==> src/rtl/esc_pwm_pkg.sv <==
// Shared constants, FSM state encoding and duty clamp helper for the ESC PWM generator.
package esc_pwm_pkg;

    localparam logic [7:0] DUTY_MAX  = 8'h64;
    localparam logic [7:0] DUTY_IDLE = 8'h32;
    localparam logic [6:0] PCT_LAST  = 7'd99;

    typedef enum logic [1:0] {
        DISARMED = 2'd0,
        ARMING   = 2'd1,
        ARMED    = 2'd2
    } esc_state_t;

    function automatic logic [7:0] clamp_duty(input logic [7:0] duty);
        return (duty > DUTY_MAX) ? DUTY_MAX : duty;
    endfunction

endpackage

==> src/rtl/pwm_timebase.sv <==
// Step/percent timebase: period_start pulses with the counters at zero, period_last marks the final cycle.
// The first cycle after reset holds the counters at zero so that cycle is the first period start.
module pwm_timebase
    import esc_pwm_pkg::*;
#(
    parameter int unsigned STEP_CYCLES = 500
) (
    input  logic       clk,
    input  logic       reset_n,
    output logic [6:0] pct_cnt,
    output logic       period_start,
    output logic       period_last
);

    localparam int unsigned STEP_W = (STEP_CYCLES > 1) ? $clog2(STEP_CYCLES) : 1;

    logic [STEP_W-1:0] step_cnt;
    logic              running;
    logic              step_wrap;

    assign step_wrap   = (step_cnt == STEP_W'(STEP_CYCLES - 1));
    assign period_last = running && step_wrap && (pct_cnt == PCT_LAST);

    always_ff @(posedge clk or negedge reset_n) begin
        if (!reset_n) begin
            running      <= 1'b0;
            step_cnt     <= '0;
            pct_cnt      <= '0;
            period_start <= 1'b0;
        end else if (!running) begin
            running      <= 1'b1;
            period_start <= 1'b1;
        end else begin
            period_start <= period_last;
            if (step_wrap) begin
                step_cnt <= '0;
                pct_cnt  <= (pct_cnt == PCT_LAST) ? '0 : pct_cnt + 7'd1;
            end else begin
                step_cnt <= step_cnt + STEP_W'(1);
            end
        end
    end

endmodule

==> src/rtl/esc_pwm_generator.sv <==
// ESC PWM generator: arming FSM, period-boundary shadow duty with clamp, registered comparator output.
// Optional per-period slew limiting is compiled in with ESC_PWM_SLEW_LIMIT_EN.
module esc_pwm_generator
    import esc_pwm_pkg::*;
#(
    parameter int unsigned STEP_CYCLES = 500,
    parameter int unsigned ARM_PERIODS = 50,
    parameter int          MAX_SLEW    = 5
) (
    input  logic       clk,
    input  logic       reset_n,
    input  logic       arm,
    input  logic [7:0] duty_in,
    output logic       pwm_out,
    output logic       armed,
    output logic       period_start,
    output logic       clamped
);

    localparam int unsigned ACNT_W = (ARM_PERIODS > 0) ? $clog2(ARM_PERIODS + 1) : 1;

`ifdef ESC_PWM_SLEW_LIMIT_EN
    localparam int SLEW_STEP = (MAX_SLEW > 100) ? 100 : MAX_SLEW;
`else
    // Any step of 100 or more never limits, so live commands pass straight through.
    localparam int SLEW_STEP = 100 + MAX_SLEW;
`endif

    esc_state_t        state;
    logic [ACNT_W-1:0] arm_cnt;
    logic [7:0]        duty_active;
    logic [7:0]        target;
    logic [7:0]        next_live;
    logic [6:0]        pct_cnt;
    logic              period_last;

    pwm_timebase #(
        .STEP_CYCLES(STEP_CYCLES)
    ) u_timebase (
        .clk         (clk),
        .reset_n     (reset_n),
        .pct_cnt     (pct_cnt),
        .period_start(period_start),
        .period_last (period_last)
    );

    always_comb begin
        target    = clamp_duty(duty_in);
        next_live = target;
        if (target > duty_active) begin
            if (int'(target - duty_active) > SLEW_STEP)
                next_live = duty_active + 8'(SLEW_STEP);
        end else if (int'(duty_active - target) > SLEW_STEP) begin
            next_live = duty_active - 8'(SLEW_STEP);
        end
    end

    always_ff @(posedge clk or negedge reset_n) begin
        if (!reset_n) begin
            state       <= DISARMED;
            arm_cnt     <= '0;
            duty_active <= '0;
            armed       <= 1'b0;
            clamped     <= 1'b0;
            pwm_out     <= 1'b0;
        end else begin
            pwm_out <= ({1'b0, pct_cnt} < duty_active);
            // Disarm is immediate and takes priority over any boundary update.
            if (state != DISARMED && !arm) begin
                state       <= DISARMED;
                arm_cnt     <= '0;
                duty_active <= '0;
                armed       <= 1'b0;
                clamped     <= 1'b0;
            end else if (period_last) begin
                unique case (state)
                    DISARMED: begin
                        if (arm) begin
                            state       <= ARMING;
                            arm_cnt     <= '0;
                            duty_active <= DUTY_IDLE;
                        end
                    end
                    ARMING: begin
                        arm_cnt <= arm_cnt + 1'b1;
                        if (arm_cnt == ACNT_W'(ARM_PERIODS - 1)) begin
                            state       <= ARMED;
                            armed       <= 1'b1;
                            duty_active <= next_live;
                            clamped     <= (duty_in > DUTY_MAX);
                        end
                    end
                    ARMED: begin
                        duty_active <= next_live;
                        clamped     <= (duty_in > DUTY_MAX);
                    end
                    default: state <= DISARMED;
                endcase
            end
        end
    end

endmodule
==> config.mk <==
export PLATFORM = sky130hd
export DESIGN_NAME = esc_pwm_generator
export DESIGN_NICKNAME = d
export VERILOG_FILES = /design/src/rtl/esc_pwm_pkg.sv /design/src/rtl/pwm_timebase.sv /design/src/rtl/esc_pwm_generator.sv
export SDC_FILE = /design/constraint.sdc
export NUM_CORES = 1
export LEC_CHECK = 0
export ABC_AREA = 1
export BUFFER_PORTS_ARGS = -buffer_cell sky130_fd_sc_hd__buf_2
export CAP_MARGIN = 20
export CORE_ASPECT_RATIO = 1.4
export CORE_MARGIN = 2
export CORE_UTILIZATION = 50
export CTS_CLUSTER_SIZE = 14
export DETAILED_ROUTE_END_ITERATION = 10
export PLACE_DENSITY = 0.78
export SLEW_MARGIN = 20
export SYNTH_ARGS = -nofsm -noshare
export SYNTH_HDL_FRONTEND = slang
export SYNTH_SLANG_ARGS = --single-unit
==> constraint.sdc <==
create_clock -name clk -period 2.5 [get_ports clk]
set_clock_uncertainty 0.1 [all_clocks]
set_input_delay 0.25 -clock clk [delete_from_list [all_inputs] [get_ports clk]]
set_output_delay 0.25 -clock clk [all_outputs]
set_load 0.05 [all_outputs]
## Word-level counts from Yosys, hierarchy flattened

Index checks and enable logic that the tools add are counted.

| storage, ports and cells | value |
|---|---|
| output and inout port bits | 4 |
| input port bits | 11 |
| flip-flop bits (word level) | 37 |
| logic and storage cells | 77 |

| operators by class | value |
|---|---|
| reduce and logical (&&, ||, !) cells | 18 |
| add/sub/neg operators | 7 |
| magnitude comparators | 5 |
| multiplexer cells | 29 |
| equal/unequal tests | 8 |

Operator list:

| cell | count |
|---|---|
| 8-bit 2-to-1 mux | 8 |
| 8-bit case mux with 3 select lines | 1 |
| 9-bit by 8-bit > comparator with 1-bit output (second input constant) | 2 |
| 6-bit 2-to-1 mux | 3 |
| 8-bit by 8-bit subtractor with 9-bit output | 2 |
| 6-bit case mux with 2 select lines | 1 |
| 9-bit by 1-bit adder with 9-bit output (second input constant) | 1 |
| 9-bit equality test (second input constant) | 1 |
| 9-bit 2-to-1 mux | 1 |
| 3-bit AND reduction | 3 |
| 8-bit by 7-bit adder with 8-bit output (second input constant) | 1 |
| 8-bit by 7-bit > comparator with 1-bit output (second input constant) | 1 |
| 8-bit > comparator | 1 |
| 7-bit by 8-bit less-than comparator with 1-bit output | 1 |
| 1-bit 2-to-1 mux | 8 |
| 2-bit 2-to-1 mux | 4 |
| 4-bit AND reduction | 2 |
| 2-bit nonzero test | 4 |
| 8-bit by 7-bit subtractor with 8-bit output (second input constant) | 1 |
| 7-bit by 1-bit adder with 7-bit output (second input constant) | 1 |
| 7-bit equality test (second input constant) | 1 |
| 7-bit 2-to-1 mux | 1 |
| 6-bit by 1-bit adder with 6-bit output (second input constant) | 1 |
| 6-bit equality test (second input constant) | 1 |
| 12 further kinds | 16 |

## Longest topological paths before layout

| logic depth | value |
|---|---|
| word-level depth | 10 |
| mapped depth | 28 |
| depth with buffers taken out | 27 |

## By module

From an unflattened synthesis, not the netlist that was laid out.

| second synthesis, totals | value |
|---|---|
| cells, all modules | 511 |
| area total of the unflattened synthesis | 3518.4 um^2 |

Modules (own cells, without submodules):

| module | sequential area each (um^2) | instances | area each (um^2) | cells an instance |
|---|---|---|---|---|
| esc_pwm_generator | 475.5 | 1 | 2576.2 | 394 |
| pwm_timebase | 450.4 | 1 | 942.2 | 117 |

## Worst setup path before layout

Ideal clock, no wire load.

| path | value |
|---|---|
| path kind | in2reg |
| start | in duty_in[3] |
| end | reg duty_active[3] |
| path slack | -0.215 ns |
| data required time | 2.284 ns |
| cell stages on the path | 23 |
| arrival | 2.499 ns |
| path buffers | 0 |
| cell sequence | inv_1 -> nand2_1 -> nor2_1 -> nand2_1 -> nand2_2 -> inv_1 -> nor2_1 -> inv_1 -> fa_1 -> nor2_1 -> a21oi_1 -> nand2_1 -> nand2_1 -> nand2_1 -> nand2_1 -> nand2_1 -> nand2_1 -> nand2_2 -> nand2_2 -> o21ai_1 -> nand2_1 -> nand2_1 -> nand2_1 |

| between the ends | value |
|---|---|
| word-level cells in the longest chain between the ends | 10 |
| elaborated cells on any way between the ends | 14 |
| classes of those cells | add/sub: 2; order compare: 4; mux: 8 |

RTL lines:

| what | line | text |
|---|---|---|
| start, declared | esc_pwm_generator.sv:13 | `input logic [7:0] duty_in,` |
| 8-bit by 7-bit > comparator with 1-bit output | esc_pwm_pkg.sv:15 | `return (duty > DUTY_MAX) ? DUTY_MAX : duty;` |
| 8-bit 2-to-1 mux (*) | esc_pwm_pkg.sv:15 |  |
| 8-bit by 8-bit subtractor with 9-bit output (on tied branches) | esc_pwm_generator.sv:53, esc_pwm_generator.sv:51 |  |
| 9-bit by 8-bit > comparator with 1-bit output (on tied branches) | esc_pwm_generator.sv:53, esc_pwm_generator.sv:51 |  |
| 8-bit 2-to-1 mux (on tied branches) | esc_pwm_generator.sv:53, esc_pwm_generator.sv:51 |  |
| 8-bit 2-to-1 mux (*) | esc_pwm_generator.sv:50 | `if (target > duty_active) begin` |
| 8-bit 2-to-1 mux | esc_pwm_generator.sv:86 | `if (arm_cnt == ACNT_W'(ARM_PERIODS - 1)) begin` |
| 8-bit case mux with 3 select lines (*) | esc_pwm_generator.sv:76 | `unique case (state)` |
| 8-bit 2-to-1 mux (*) | esc_pwm_generator.sv:75 | `end else if (period_last) begin` |
| 8-bit 2-to-1 mux (*) | esc_pwm_generator.sv:69 | `if (state != DISARMED && !arm) begin` |
| end signal, assigned | esc_pwm_generator.sv:89 | `duty_active <= next_live;` |
| end signal, assigned | esc_pwm_generator.sv:94 | `duty_active <= next_live;` |
| end, declared | esc_pwm_generator.sv:31 | `logic [7:0] duty_active;` |

Mark *: on every way between the ends. The rest lies on a longest branch, timed or not. The select of a mux whose other input is x is not followed.
A chain may end at the register's enable or synchronous reset.

## Worst setup path after layout

| path | value |
|---|---|
| start | in duty_in[7] |
| end | reg duty_active[4] |

The elaborated chain is that of the path after synthesis.

==> qor.yml <==
status: "complete, but fails checks"
violations: "setup timing"
vias_per_cell: 5.54
rsz0062_at_grt: "true"
r2r-end: "duty_active[4]$_DFFE_PN0P_"
row_count: 35
hold_viol: 0
grt_pass1_vias: 3535
crit_path_frequent_cell: "nand2_1"
hp-class: "in -> reg"
worst_pin_slew_ns: 0.831
critPathMaxStageDelay_ns: 0.37
avgRoutedWirePerCell_um: 14.9
area_growth_syn_to_layout_pct: 35.2
antenna_found_initial: 0
vias: 3597
htreeDepth: 2
crit_type: "in -> reg"
dp.final_hpwl_um: 6690
p_per_area_nw_per_um2: 1020
die_x_um: 73.0
fin_tns_setup_ns: -2.21
place_congestion: 0.905
max_freq_mhz: 358
grt_max_degree: 38
layout_setup_ws_ns: -0.295
drt-total-wl_um: 9660
timing.slew.headroom_pct: 44.6
ys_ff_latch: 37
yosysSeqAreaShare_pct: 27.8
synth_edf_count: 0
dieArea_um2: 7350
finalCritPeriodShare_pct: 112
cts.sinks: 37
fin_crit_ns: 2.79
crit_end: "duty_active[4]$_DFFE_PN0P_"
clk_pin_slew_ns: 0.07
vdd_drop_max_uv: 636
dr.pass1.iters: 5
clock_latency_ns: 0.28
rrSetupSlack_ns: -0.06
drive_gt1_share_pct: 29.9
root_buffer: "clkbuf_8"
synthDistinctLibCells: 39
fin_area_um2: 4510
critPathLaunchType: "primary input"
synth_cells: 494
cts_tree: "yes"
crit_arrival_ns: 2.87
io_pins: 15
finalPower_mw: 4.59
n_antenna_cell: 0
overflow: 0
maxCapViolations: 0
drc: 0
cp_max_fo: 7
dpl-instance-area_um2: 3940
drtIter0Drc: 150
grt_pass1_wl_um: 15000
layout.nets: 621
min_from: "arm"
finalSetupViolCount: 8
cp-startpoint: "duty_in[7]"
port_buffers: 14
syn_avg_cell_area_um2: 6.75
slowest_stage: "fa_2"
core_um2: 6530
clock_path_buffers: 2
critPathCaptureType: "register"
track_usage_pct: 25.9
r2r_cells: 18
die_h_um: 101
synthArstFlopShare_pct: 100
postRouteAntennaNets: 0
synth_top_flop_cell: "dfrtp_1"
rr_startpoint: "duty_active[0]$_DFFE_PN0P_"
numCtsBuffers: 5
syn_area_um2: 3340
yosys_warnings: 0
start_util_pct: 51.1
cellLeakagePower_nw: 2.34
worst_ep_required_time_ns: 2.58
maxSlewViolCount: 0
[critical path, delay by kind of cell]
| family | cells | cell delay, ns |
|---|---|---|
| AO/OA/AOI/OAI | 1 | 0.07 |
| adder cells (fa/ha/maj) | 2 | 0.54 |
| buffers and inverters | 4 | 0.36 |
| AND/OR/NAND/NOR | 18 | 1.65 |
[area by class of cell]
cell class | count | area [um^2]
Clock buffer | 7 | 86.3
Fill cell | 497 | 2020
Inverter | 79 | 329
Multi-Input combinational cell | 376 | 2470
Sequential cell | 37 | 926
Tap cell | 74 | 92.6
Timing Repair Buffer | 76 | 608
[sequential cells by signal (all words and copies together), names as in the netlist]
name,count
u_timebase.step_cnt,9
pwm_out,1
duty_active,8
state,2
armed,1
u_timebase.period_start,1
u_timebase.pct_cnt,7
arm_cnt,6
u_timebase.running,1
clamped,1
[cell usage after synthesis (all sizes together) (8+ instances only)]
library cell | instances | area [um^2]
a21oi | 34 | 170
dfrtp | 37 | 926
ha | 33 | 413
inv | 78 | 295
nand2 | 141 | 554
nand3 | 40 | 205
nand4 | 9 | 56.3
nor2 | 50 | 204
nor3 | 8 | 51.3
o21ai | 23 | 123
xor2 | 15 | 131
[worst min-delay path by stage]
stage,end,slack [ns],cells past startpoint
floorplan,arm_cnt[0]$_DFFE_PN0P_,-0.15,0
global placement,state[1]$_DFFE_PN0P_,0.29,1
detailed placement,state[0]$_DFFE_PN0P_,0.29,1
CTS,armed$_DFFE_PN0P_,0.29,4
global route,armed$_DFFE_PN0P_,0.35,4
finish,armed$_DFFE_PN0P_,0.30,4
[layer usage]
layer  track usage (%)  vias to the layer above  routed length, um
met2              48.8                      145               5180
met5                 0                        -                  0
met4              13.7                        0                570
li1                  -                     1736                  -
met3              3.50                       52                362
met1              26.7                     1664               3550
[cells in the final DEF (no fill, tap or decap), types with 3 or more instances in the layout]
master,netlist,final
nand2_2,7,16
nor3b_1,3,3
buf_6,1,10
a21oi_1,34,26
o21ai_2,2,3
nand3_2,1,10
nor2_2,0,6
inv_1,73,61
xor2_1,15,15
dfrtp_1,37,37
nor2_4,0,5
ha_4,0,6
nand2_4,1,11
nand3_1,39,30
o21ai_0,18,16
nand2_1,133,114
ha_1,33,26
inv_2,4,9
nor3_1,7,7
a21oi_2,0,6
buf_4,0,56
conb_1,2,3
nor2_1,49,38
inv_4,1,6
buf_2,2,7
nand4_1,9,9
clkbuf_8,0,6
[where the power goes]
group	leakage [nW]	switching (mW)	internal [mW]	total, mW
logic	1.82	1.99	1.30	3.29
clock network	0.0443	0.195	0.219	0.414
registers	0.478	0.139	0.754	0.893
total	2.34	2.32	2.27	4.59
[what timing repair did]
action | in CTS | in global routing
buffers inserted | 7 | 3
hold endpoints to repair | 37 | 0
resized for setup | 61 | 34
endpoints found under the setup margin | 8 | 8
gates cloned | 1 | 0
hold buffers | 1 | 0
pin swaps | 43 | 39
[cells by family after synthesis]
| kind of cell | after synthesis | synth area share (%) |
|---|---|---|
| AOI/OAI and AO/OA | 66 | 10.9 |
| xor gates and xnor gates | 15 | 3.94 |
| adders and majority gates | 35 | 13.6 |
| buffers and inverters | 83 | 9.71 |
| DFF | 37 | 27.8 |
| other | 2 | 0.225 |
| and+or+nand+nor | 256 | 33.9 |
[metrics by stage]
step                      cells  hold slack, ns  utilization [%]  worst slack, ns
after floorplan             495          -0.146                -          -0.0646
after global placement      630           0.288             60.4           -0.507
after detailed placement    630           0.290             60.4           -0.592
after CTS                   646           0.288             66.9          -0.0249
after global routing        649           0.345             69.1           -0.386
final                       649           0.304             69.1           -0.295
No activity file was read; power rests on OpenSTA's default activity.
